`src/rtl/line_nav_ctrl_if.sv`:
```
// Bus bundle for line_nav_ctrl: sensors, command handshake, PWM duty and motor/status outputs.
// master = controller driver (testbench or host), slave = line_nav_ctrl.
interface line_nav_ctrl_if #(
  parameter int N_SENS = 5,
  parameter int PWM_W  = 8
);
  logic [N_SENS-1:0] ips;
  logic [2:0]        cmd;
  logic              cmd_valid;
  logic              cmd_ready;
  logic [PWM_W-1:0]  duty;
  logic              fora;
  logic              bcka;
  logic              forb;
  logic              bckb;
  logic              busy;
  logic              fault;
  logic              junction;

  modport master (
    output ips, cmd, cmd_valid, duty,
    input  cmd_ready, fora, bcka, forb, bckb, busy, fault, junction
  );

  modport slave (
    input  ips, cmd, cmd_valid, duty,
    output cmd_ready, fora, bcka, forb, bckb, busy, fault, junction
  );
endinterface

```
`src/rtl/line_nav_ctrl.sv`:
```
// Line-following two-wheel navigation controller with per-sensor debounce, queued turns and turn timeout.
// Optional macro LINE_NAV_PWM_EN gates FORWARD/REVERSE drives with a duty-cycle PWM.
module line_nav_ctrl #(
  parameter int N_SENS  = 5,
  parameter int DEB_CYC = 4,
  parameter int TMO_CYC = 1000000,
  parameter int PWM_W   = 8
) (
  input logic            clk,
  input logic            reset,
  line_nav_ctrl_if.slave bus
);

  localparam int CENTRE = N_SENS / 2;
  localparam int DEB_W  = $clog2(DEB_CYC + 1);
  localparam int TMO_W  = $clog2(TMO_CYC + 1);
  localparam logic [DEB_W-1:0] DEB_LAST = DEB_W'(DEB_CYC - 1);
  localparam logic [TMO_W-1:0] TMO_LAST = TMO_W'(TMO_CYC - 1);

  localparam logic [2:0] CMD_STOP   = 3'd0;
  localparam logic [2:0] CMD_FWD    = 3'd1;
  localparam logic [2:0] CMD_TURN_L = 3'd2;
  localparam logic [2:0] CMD_TURN_R = 3'd3;
  localparam logic [2:0] CMD_SPIN   = 3'd4;
  localparam logic [2:0] CMD_REV    = 3'd5;

  typedef enum logic [3:0] {
    S_IDLE, S_FORWARD, S_CORR_L, S_CORR_R, S_TURN_L, S_TURN_R, S_SPIN, S_REVERSE, S_FAULT
  } state_t;

  typedef enum logic [1:0] { PEND_NONE, PEND_L, PEND_R } pend_t;

  state_t            state_q, state_d;
  pend_t             pend_q, pend_d;
  logic              phase_q, phase_d;
  logic [TMO_W-1:0]  tmo_q, tmo_d;
  logic [N_SENS-1:0] filt_q, filtPrev_q;
  logic [DEB_W-1:0]  debCnt_q [N_SENS];
  logic [3:0]        drive_q, drive_d;
  logic              busy_q, fault_q, junction_q;

  logic centre, innerL, innerR, allOff, edgeL, edgeR;
  logic cmdReady, accept, cmdTaken, pwmOn;

  assign centre   = filt_q[CENTRE];
  assign innerL   = |filt_q[N_SENS-2:CENTRE+1];
  assign innerR   = |filt_q[CENTRE-1:1];
  assign allOff   = ~|filt_q;
  assign edgeL    = filt_q[N_SENS-1] & ~filtPrev_q[N_SENS-1];
  assign edgeR    = filt_q[0] & ~filtPrev_q[0];
  assign cmdReady = state_q inside {S_IDLE, S_FORWARD, S_REVERSE, S_FAULT};
  assign accept   = bus.cmd_valid & cmdReady;

  // A filtered bit only follows its raw input after DEB_CYC disagreeing samples in a row.
  always_ff @(posedge clk) begin
    if (!reset) begin
      filt_q     <= '0;
      filtPrev_q <= '0;
      for (int i = 0; i < N_SENS; i++) debCnt_q[i] <= '0;
    end else begin
      filtPrev_q <= filt_q;
      for (int i = 0; i < N_SENS; i++) begin
        if (bus.ips[i] == filt_q[i]) begin
          debCnt_q[i] <= '0;
        end else if (debCnt_q[i] == DEB_LAST) begin
          filt_q[i]   <= bus.ips[i];
          debCnt_q[i] <= '0;
        end else begin
          debCnt_q[i] <= debCnt_q[i] + 1'b1;
        end
      end
    end
  end

  always_comb begin
    state_d  = state_q;
    pend_d   = pend_q;
    phase_d  = phase_q;
    tmo_d    = tmo_q;
    cmdTaken = 1'b0;
    case (state_q)
      S_IDLE: begin
        if (accept) begin
          case (bus.cmd)
            CMD_FWD:    state_d = S_FORWARD;
            CMD_TURN_L: begin pend_d = PEND_L; state_d = S_FORWARD; end
            CMD_TURN_R: begin pend_d = PEND_R; state_d = S_FORWARD; end
            CMD_SPIN:   state_d = S_SPIN;
            CMD_REV:    state_d = S_REVERSE;
            default:    ;
          endcase
        end
      end
      S_FORWARD: begin
        // A command that changes something suppresses this cycle's sensor reaction.
        if (accept) begin
          case (bus.cmd)
            CMD_STOP:   begin state_d = S_IDLE;    cmdTaken = 1'b1; end
            CMD_TURN_L: begin pend_d = PEND_L;     cmdTaken = 1'b1; end
            CMD_TURN_R: begin pend_d = PEND_R;     cmdTaken = 1'b1; end
            CMD_SPIN:   begin state_d = S_SPIN;    cmdTaken = 1'b1; end
            CMD_REV:    begin state_d = S_REVERSE; cmdTaken = 1'b1; end
            default:    ;
          endcase
        end
        if (!cmdTaken) begin
          if (allOff) begin
            state_d = S_IDLE;
          end else if (pend_q == PEND_L && edgeL) begin
            state_d = S_TURN_L;
            pend_d  = PEND_NONE;
          end else if (pend_q == PEND_R && edgeR) begin
            state_d = S_TURN_R;
            pend_d  = PEND_NONE;
          end else if (!centre && innerL) begin
            state_d = S_CORR_L;
          end else if (!centre && innerR) begin
            state_d = S_CORR_R;
          end
        end
      end
      S_CORR_L: begin
        if (allOff) state_d = S_IDLE;
        else if (centre && !innerL) state_d = S_FORWARD;
      end
      S_CORR_R: begin
        if (allOff) state_d = S_IDLE;
        else if (centre && !innerR) state_d = S_FORWARD;
      end
      S_TURN_L, S_TURN_R, S_SPIN: begin
        // Phase 0 leaves the current line, phase 1 reacquires the next one.
        tmo_d = tmo_q + 1'b1;
        if (phase_q && centre) state_d = (state_q == S_SPIN) ? S_IDLE : S_FORWARD;
        else if (tmo_q == TMO_LAST) state_d = S_FAULT;
        else if (!phase_q && !centre) phase_d = 1'b1;
      end
      S_REVERSE, S_FAULT: begin
        if (accept && bus.cmd == CMD_STOP) state_d = S_IDLE;
      end
      default: state_d = S_IDLE;
    endcase
    if ((state_d inside {S_TURN_L, S_TURN_R, S_SPIN}) && state_d != state_q) begin
      phase_d = 1'b0;
      tmo_d   = '0;
    end
    if (state_d == S_IDLE) pend_d = PEND_NONE;
  end

  function automatic logic [3:0] motorBits(state_t s);
    case (s)
      S_FORWARD:        motorBits = 4'b1010;
      S_CORR_L:         motorBits = 4'b0010;
      S_CORR_R:         motorBits = 4'b1000;
      S_TURN_L:         motorBits = 4'b0110;
      S_TURN_R, S_SPIN: motorBits = 4'b1001;
      S_REVERSE:        motorBits = 4'b0101;
      default:          motorBits = 4'b0000;
    endcase
  endfunction

`ifdef LINE_NAV_PWM_EN
  logic [PWM_W-1:0] pwm_q, pwm_d;
  assign pwm_d = pwm_q + 1'b1;
  assign pwmOn = pwm_d < bus.duty;

  always_ff @(posedge clk) begin
    if (!reset) pwm_q <= '0;
    else pwm_q <= pwm_d;
  end
`else
  assign pwmOn = 1'b1;
`endif

  assign drive_d = ((state_d inside {S_FORWARD, S_REVERSE}) && !pwmOn) ? 4'b0000 : motorBits(state_d);

  // Outputs are registered from the next state so they always reflect the state register.
  always_ff @(posedge clk) begin
    if (!reset) begin
      state_q    <= S_IDLE;
      pend_q     <= PEND_NONE;
      phase_q    <= 1'b0;
      tmo_q      <= '0;
      drive_q    <= '0;
      busy_q     <= 1'b0;
      fault_q    <= 1'b0;
      junction_q <= 1'b0;
    end else begin
      state_q    <= state_d;
      pend_q     <= pend_d;
      phase_q    <= phase_d;
      tmo_q      <= tmo_d;
      drive_q    <= drive_d;
      busy_q     <= !(state_d inside {S_IDLE, S_FAULT});
      fault_q    <= state_d == S_FAULT;
      junction_q <= (state_q == S_FORWARD) && (edgeL || edgeR);
    end
  end

  assign {bus.fora, bus.bcka, bus.forb, bus.bckb} = drive_q;
  assign bus.busy      = busy_q;
  assign bus.fault     = fault_q;
  assign bus.junction  = junction_q;
  assign bus.cmd_ready = cmdReady;

endmodule

```
`src/flat_wrapper.sv`:
```
// flat-port wrapper written by rule: the top's interface ports become plain ports
module line_nav_ctrl_flat 
#(
  parameter int N_SENS  = 5,
  parameter int DEB_CYC = 4,
  parameter int TMO_CYC = 1000000,
  parameter int PWM_W   = 8
)
  (clk, reset, bus_ips, bus_cmd, bus_cmd_valid, bus_duty, bus_cmd_ready, bus_fora, bus_bcka, bus_forb, bus_bckb, bus_busy, bus_fault, bus_junction);
  line_nav_ctrl_if #(.N_SENS(N_SENS), .PWM_W(PWM_W)) bus_i ();
  input logic clk;
  input logic reset;
  input wire logic [$bits(bus_i.ips)-1:0] bus_ips;
  input wire logic [$bits(bus_i.cmd)-1:0] bus_cmd;
  input wire logic [$bits(bus_i.cmd_valid)-1:0] bus_cmd_valid;
  input wire logic [$bits(bus_i.duty)-1:0] bus_duty;
  output wire logic [$bits(bus_i.cmd_ready)-1:0] bus_cmd_ready;
  output wire logic [$bits(bus_i.fora)-1:0] bus_fora;
  output wire logic [$bits(bus_i.bcka)-1:0] bus_bcka;
  output wire logic [$bits(bus_i.forb)-1:0] bus_forb;
  output wire logic [$bits(bus_i.bckb)-1:0] bus_bckb;
  output wire logic [$bits(bus_i.busy)-1:0] bus_busy;
  output wire logic [$bits(bus_i.fault)-1:0] bus_fault;
  output wire logic [$bits(bus_i.junction)-1:0] bus_junction;
  assign bus_i.ips = bus_ips;
  assign bus_i.cmd = bus_cmd;
  assign bus_i.cmd_valid = bus_cmd_valid;
  assign bus_i.duty = bus_duty;
  assign bus_cmd_ready = bus_i.cmd_ready;
  assign bus_fora = bus_i.fora;
  assign bus_bcka = bus_i.bcka;
  assign bus_forb = bus_i.forb;
  assign bus_bckb = bus_i.bckb;
  assign bus_busy = bus_i.busy;
  assign bus_fault = bus_i.fault;
  assign bus_junction = bus_i.junction;
  line_nav_ctrl #(.N_SENS(N_SENS), .DEB_CYC(DEB_CYC), .TMO_CYC(TMO_CYC), .PWM_W(PWM_W)) u_core (.clk(clk), .reset(reset), .bus(bus_i));
endmodule
```
`config.mk`:
```
export PLATFORM = sky130hd
export DESIGN_NAME = line_nav_ctrl_flat
export DESIGN_NICKNAME = d
export VERILOG_FILES = /design/src/rtl/line_nav_ctrl_if.sv /design/src/rtl/line_nav_ctrl.sv /design/src/flat_wrapper.sv
export SDC_FILE = /design/constraint.sdc
export NUM_CORES = 1
export LEC_CHECK = 0
export CAP_MARGIN = 20
export CORE_MARGIN = 3
export CORE_UTILIZATION = 55
export DETAILED_ROUTE_END_ITERATION = 7
export PLACE_DENSITY = 0.77
export SLEW_MARGIN = 20
export SYNTH_ARGS = -nofsm -noshare
export SYNTH_HDL_FRONTEND = slang
export SYNTH_SLANG_ARGS = --single-unit
```
`constraint.sdc`:
```
create_clock -name clk -period 3.6 [get_ports clk]
set_clock_uncertainty 0.05 [all_clocks]
set_input_delay 0.72 -clock clk [delete_from_list [all_inputs] [get_ports clk]]
set_output_delay 0.72 -clock clk [all_outputs]
set_load 0.05 [all_outputs]
```
==> impl_metrics.ini, run 1 <==
[status]
status = finished, final reports clean

[clock_network]
clock_latency_ns = 0.30
cts-root-buf = clkbuf_8
cts_tree = done
clk_pin_slew_ns = 0.09
cts_resized = 0
numClockSinks = 56
numCtsBuffers = 5
htree_levels = 2
holdBufCountCts = 0
post-cts-setup-buffer-count = 0
clockBufferDepth = 2

[place]
portBuffers = 18
pre_cts_slack_ns = 0.2544
place_hpwl_mm = 4.051
gp_congestion = 0.8539
place_inst = 410

[cells_and_area]
areaGrowthSynthToFinish_pct = 12.43
diodes = 0
final_layout_size_suffix_gt1_share_pct = 10.63
instances_no_fill = 418
final_nets = 377
post-route-util_pct = 65.00
fill_cells = 437

[timing]
relSlewSlack_pct = 37.10
maxSlewViolCount = 0
post-route-period-util_pct = 85.95
fin_tns_setup_ns = 0
rsz0062_at_grt = no
worstMarginPinSlew_ns = 0.9349
setup_violations = 0
min_period_ns = 3.094
hold_viol = 0
final.setup.worst_slack_ns = 0.5059
fmax_mhz = 323.2

[floorplanning]
dieArea_um2 = 6394
rows = 26
die_x_um = 79.97
num_io_pins = 27
coreArea_um2 = 5205
dieHeight_um = 79.97
start_util_pct = 57.81

[critical_path]
rr_worst_depth = 8
required_ns = 3.75
worst-path-stages = 9
crit_path_end_kind = register
slowest_stage = clkdlybuf4s50_1
path_cells = clkdlybuf4s50_1, or2_1, nor3b_1, a31oi_1, o221a_2, or2_1, a221oi_4, buf_12, nor3_1
slowest_delay_ns = 0.46
critPathKind = primary input to register
worstSetupStartpointType = primary input
critPathArrivalTime_ns = 3.24
timing.critical_path.mode_cell = or2_1
crit_path_max_fanout = 21
worst-path-buf-inv = 2
path_delay_family = simple AND/OR/NAND/NOR gates

[synth]
syn-mean-instance-area_um2 = 9.523
synth_area_um2 = 3009
ys_async_sr_fraction_pct = 0
synthFlopType = dfxtp_1
seq_area_frac_synth_pct = 42.25
syn_inst = 316
yosysWarnings = 0
ys_types = 60
synth-edff-count = 15
ys_ff_latch = 56

[drt]
drt-pass1-iter-count = 4
ant_nets = 0
post_drt_wl_per_cell_um = 13.30
dr_total_vias = 2288
vias_per_cell = 5.474
drt_wl_total_mm = 5.560
drc = 0
drt_iter0_markers = 147

[global_route]
grt_remaining_overflow = 0
grt_start_max_net_pins = 22
grt_pass1_vias = 2137
antenna_found_initial = 0
grt_pass1_wl_mm = 9.411
grtUsageTotal_pct = 18.50

[worst_hold_path]
hold_class = register to register
hold_depth = 2

[power]
max-vdd-ir-drop_uv = 208.9
power_density_nw_per_um2 = 344.2
leakage_nw = 1.264

[flow_run]
maxCapViolCount = 0
registers in the layout (all words and copies together), names as in the netlist:
register / count
u_core.bus.busy: 1
u_core.filt_q: 5
u_core.tmo_q: 20
u_core.filtPrev_q: 2
u_core.debCnt_q: 15
u_core.pend_q: 2
u_core.bus.junction: 1
u_core.drive_q: 4
u_core.state_q: 4
u_core.phase_q: 1
u_core.bus.fault: 1
area by class of cell:
| class | instances | area [µm²] | area share (%) |
|---|---|---|---|
| multi-input combinational | 244 | 1653 | 48.85 |
| sequential | 56 | 1271 | 37.57 |
| timing repair buffer | 22 | 222.7 | 6.583 |
| tap | 70 | 87.58 | 2.589 |
| clock buffer | 7 | 76.32 | 2.256 |
| inverter | 18 | 67.56 | 1.997 |
| clock inverter | 1 | 5.005 | 0.1479 |
cell usage in the layout, fill, tap and decap left out, drive strengths merged, types with 2 or more instances in the layout:
cell type,count
a31oi,4
inv,18
clkdlybuf4s50,18
or3b,2
nor2b,2
nor4,5
dfxtp,41
nor3b,4
clkbuf,7
a311oi,3
and4,3
xnor2,15
o21ai,6
nand2,23
or3,7
edfxtp,15
nor4bb,3
a221oi,2
conb,15
nand3,9
nor2,40
xor2,10
and3,5
nand4,4
mux2i,7
and2,2
nand4b,3
ha,11
buf,4
or2,3
nor3,26
a211o,2
a21oi,9
cell families after synthesis:
family	after synthesis	share of synthesized area (%)
AO/OA/AOI/OAI	43	11.06
XOR/XNOR	25	7.277
adder cells (fa/ha/maj)	11	4.574
buffers and inverters	30	4.573
flip-flops	56	42.25
multiplexers	7	2.329
other	1	0.1246
AND/OR/NAND/NOR	143	27.82
tightest hold or removal path: cells and delay by family, from the launching register on:
kind             cells  cell delay (ns)
and+or+nand+nor      1             0.06
DFF                  1             0.34
muxes                1             0.13
final timing paths:
| path | slack, ns | end | start |
|---|---|---|---|
| max | 0.51 | u_core.tmo_q[1] | bus_cmd[0] |
| min | 0.52 | u_core.tmo_q[1] | u_core.tmo_q[1] |
| max reg2reg | 0.64 | u_core.tmo_q[1] | u_core.state_q[0] |
| min reg2reg | 0.52 | u_core.tmo_q[1] | u_core.tmo_q[1] |
per-layer routing:
metal / up-vias / wire length, µm / track usage, %
li1: 1174 / - / -
met1: 1060 / 2690 / 25.90
met2: 47 / 2527 / 28.56
met3: 7 / 279 / 3.499
met4: 0 / 62 / 6.250
met5: - / 0 / 0
synth_stat cells, drive strengths merged (3+ instances only):
cell | n | share of area [%]
or3 | 7 | 1.5
dfxtp | 41 | 27
nor3b | 4 | 1.0
a31oi | 4 | 0.83
and4 | 3 | 0.87
edfxtp | 15 | 15
a21oi | 9 | 1.5
nand4 | 4 | 0.83
nand3 | 9 | 1.5
and3 | 5 | 1.0
o21ai | 6 | 1.0
mux2i | 7 | 2.3
nor4bb | 3 | 1.0
nand4b | 3 | 0.87
buf | 6 | 1.6
inv | 18 | 2.2
nor4 | 5 | 1.2
nand2 | 23 | 2.9
nor2 | 40 | 5.1
xnor2 | 15 | 4.4
ha | 11 | 4.6
or2 | 3 | 0.62
clkbuf | 6 | 0.75
a311oi | 3 | 0.87
xor2 | 10 | 2.9
nor3 | 26 | 7.5
metrics by stage:
stage / total power [W] / cell area [µm²] / hold slack [ns]
2_1_floorplan: 0.0008076 / 3062 / 0.4454
3_5_place_dp: 0.0008555 / 3302 / 0.4929
4_1_cts: 0.001175 / 3383 / 0.5090
3_3_place_gp: 0.0008520 / 3302 / 0.4761
5_1_grt: 0.001212 / 3383 / 0.5433
6_report: 0.001165 / 3383 / 0.5152
power breakdown:
group	internal (W)	switching, W
sequential	0.000667	0.0000145
clock	0.000137	0.000185
combinational	0.0000645	0.0000961
No activity file was read; power rests on OpenSTA's default activity.
==> run 2: changes to the inputs <==
--- a/config.mk
+++ b/config.mk
@@ -5,7 +5,6 @@
 export SDC_FILE = /design/constraint.sdc
 export NUM_CORES = 1
 export LEC_CHECK = 0
-export CAP_MARGIN = 20
 export CORE_MARGIN = 3
 export CORE_UTILIZATION = 55
 export DETAILED_ROUTE_END_ITERATION = 7
==> results of run 2 <==
No change in the layout: final DEF, timing and power equal those of run 1.
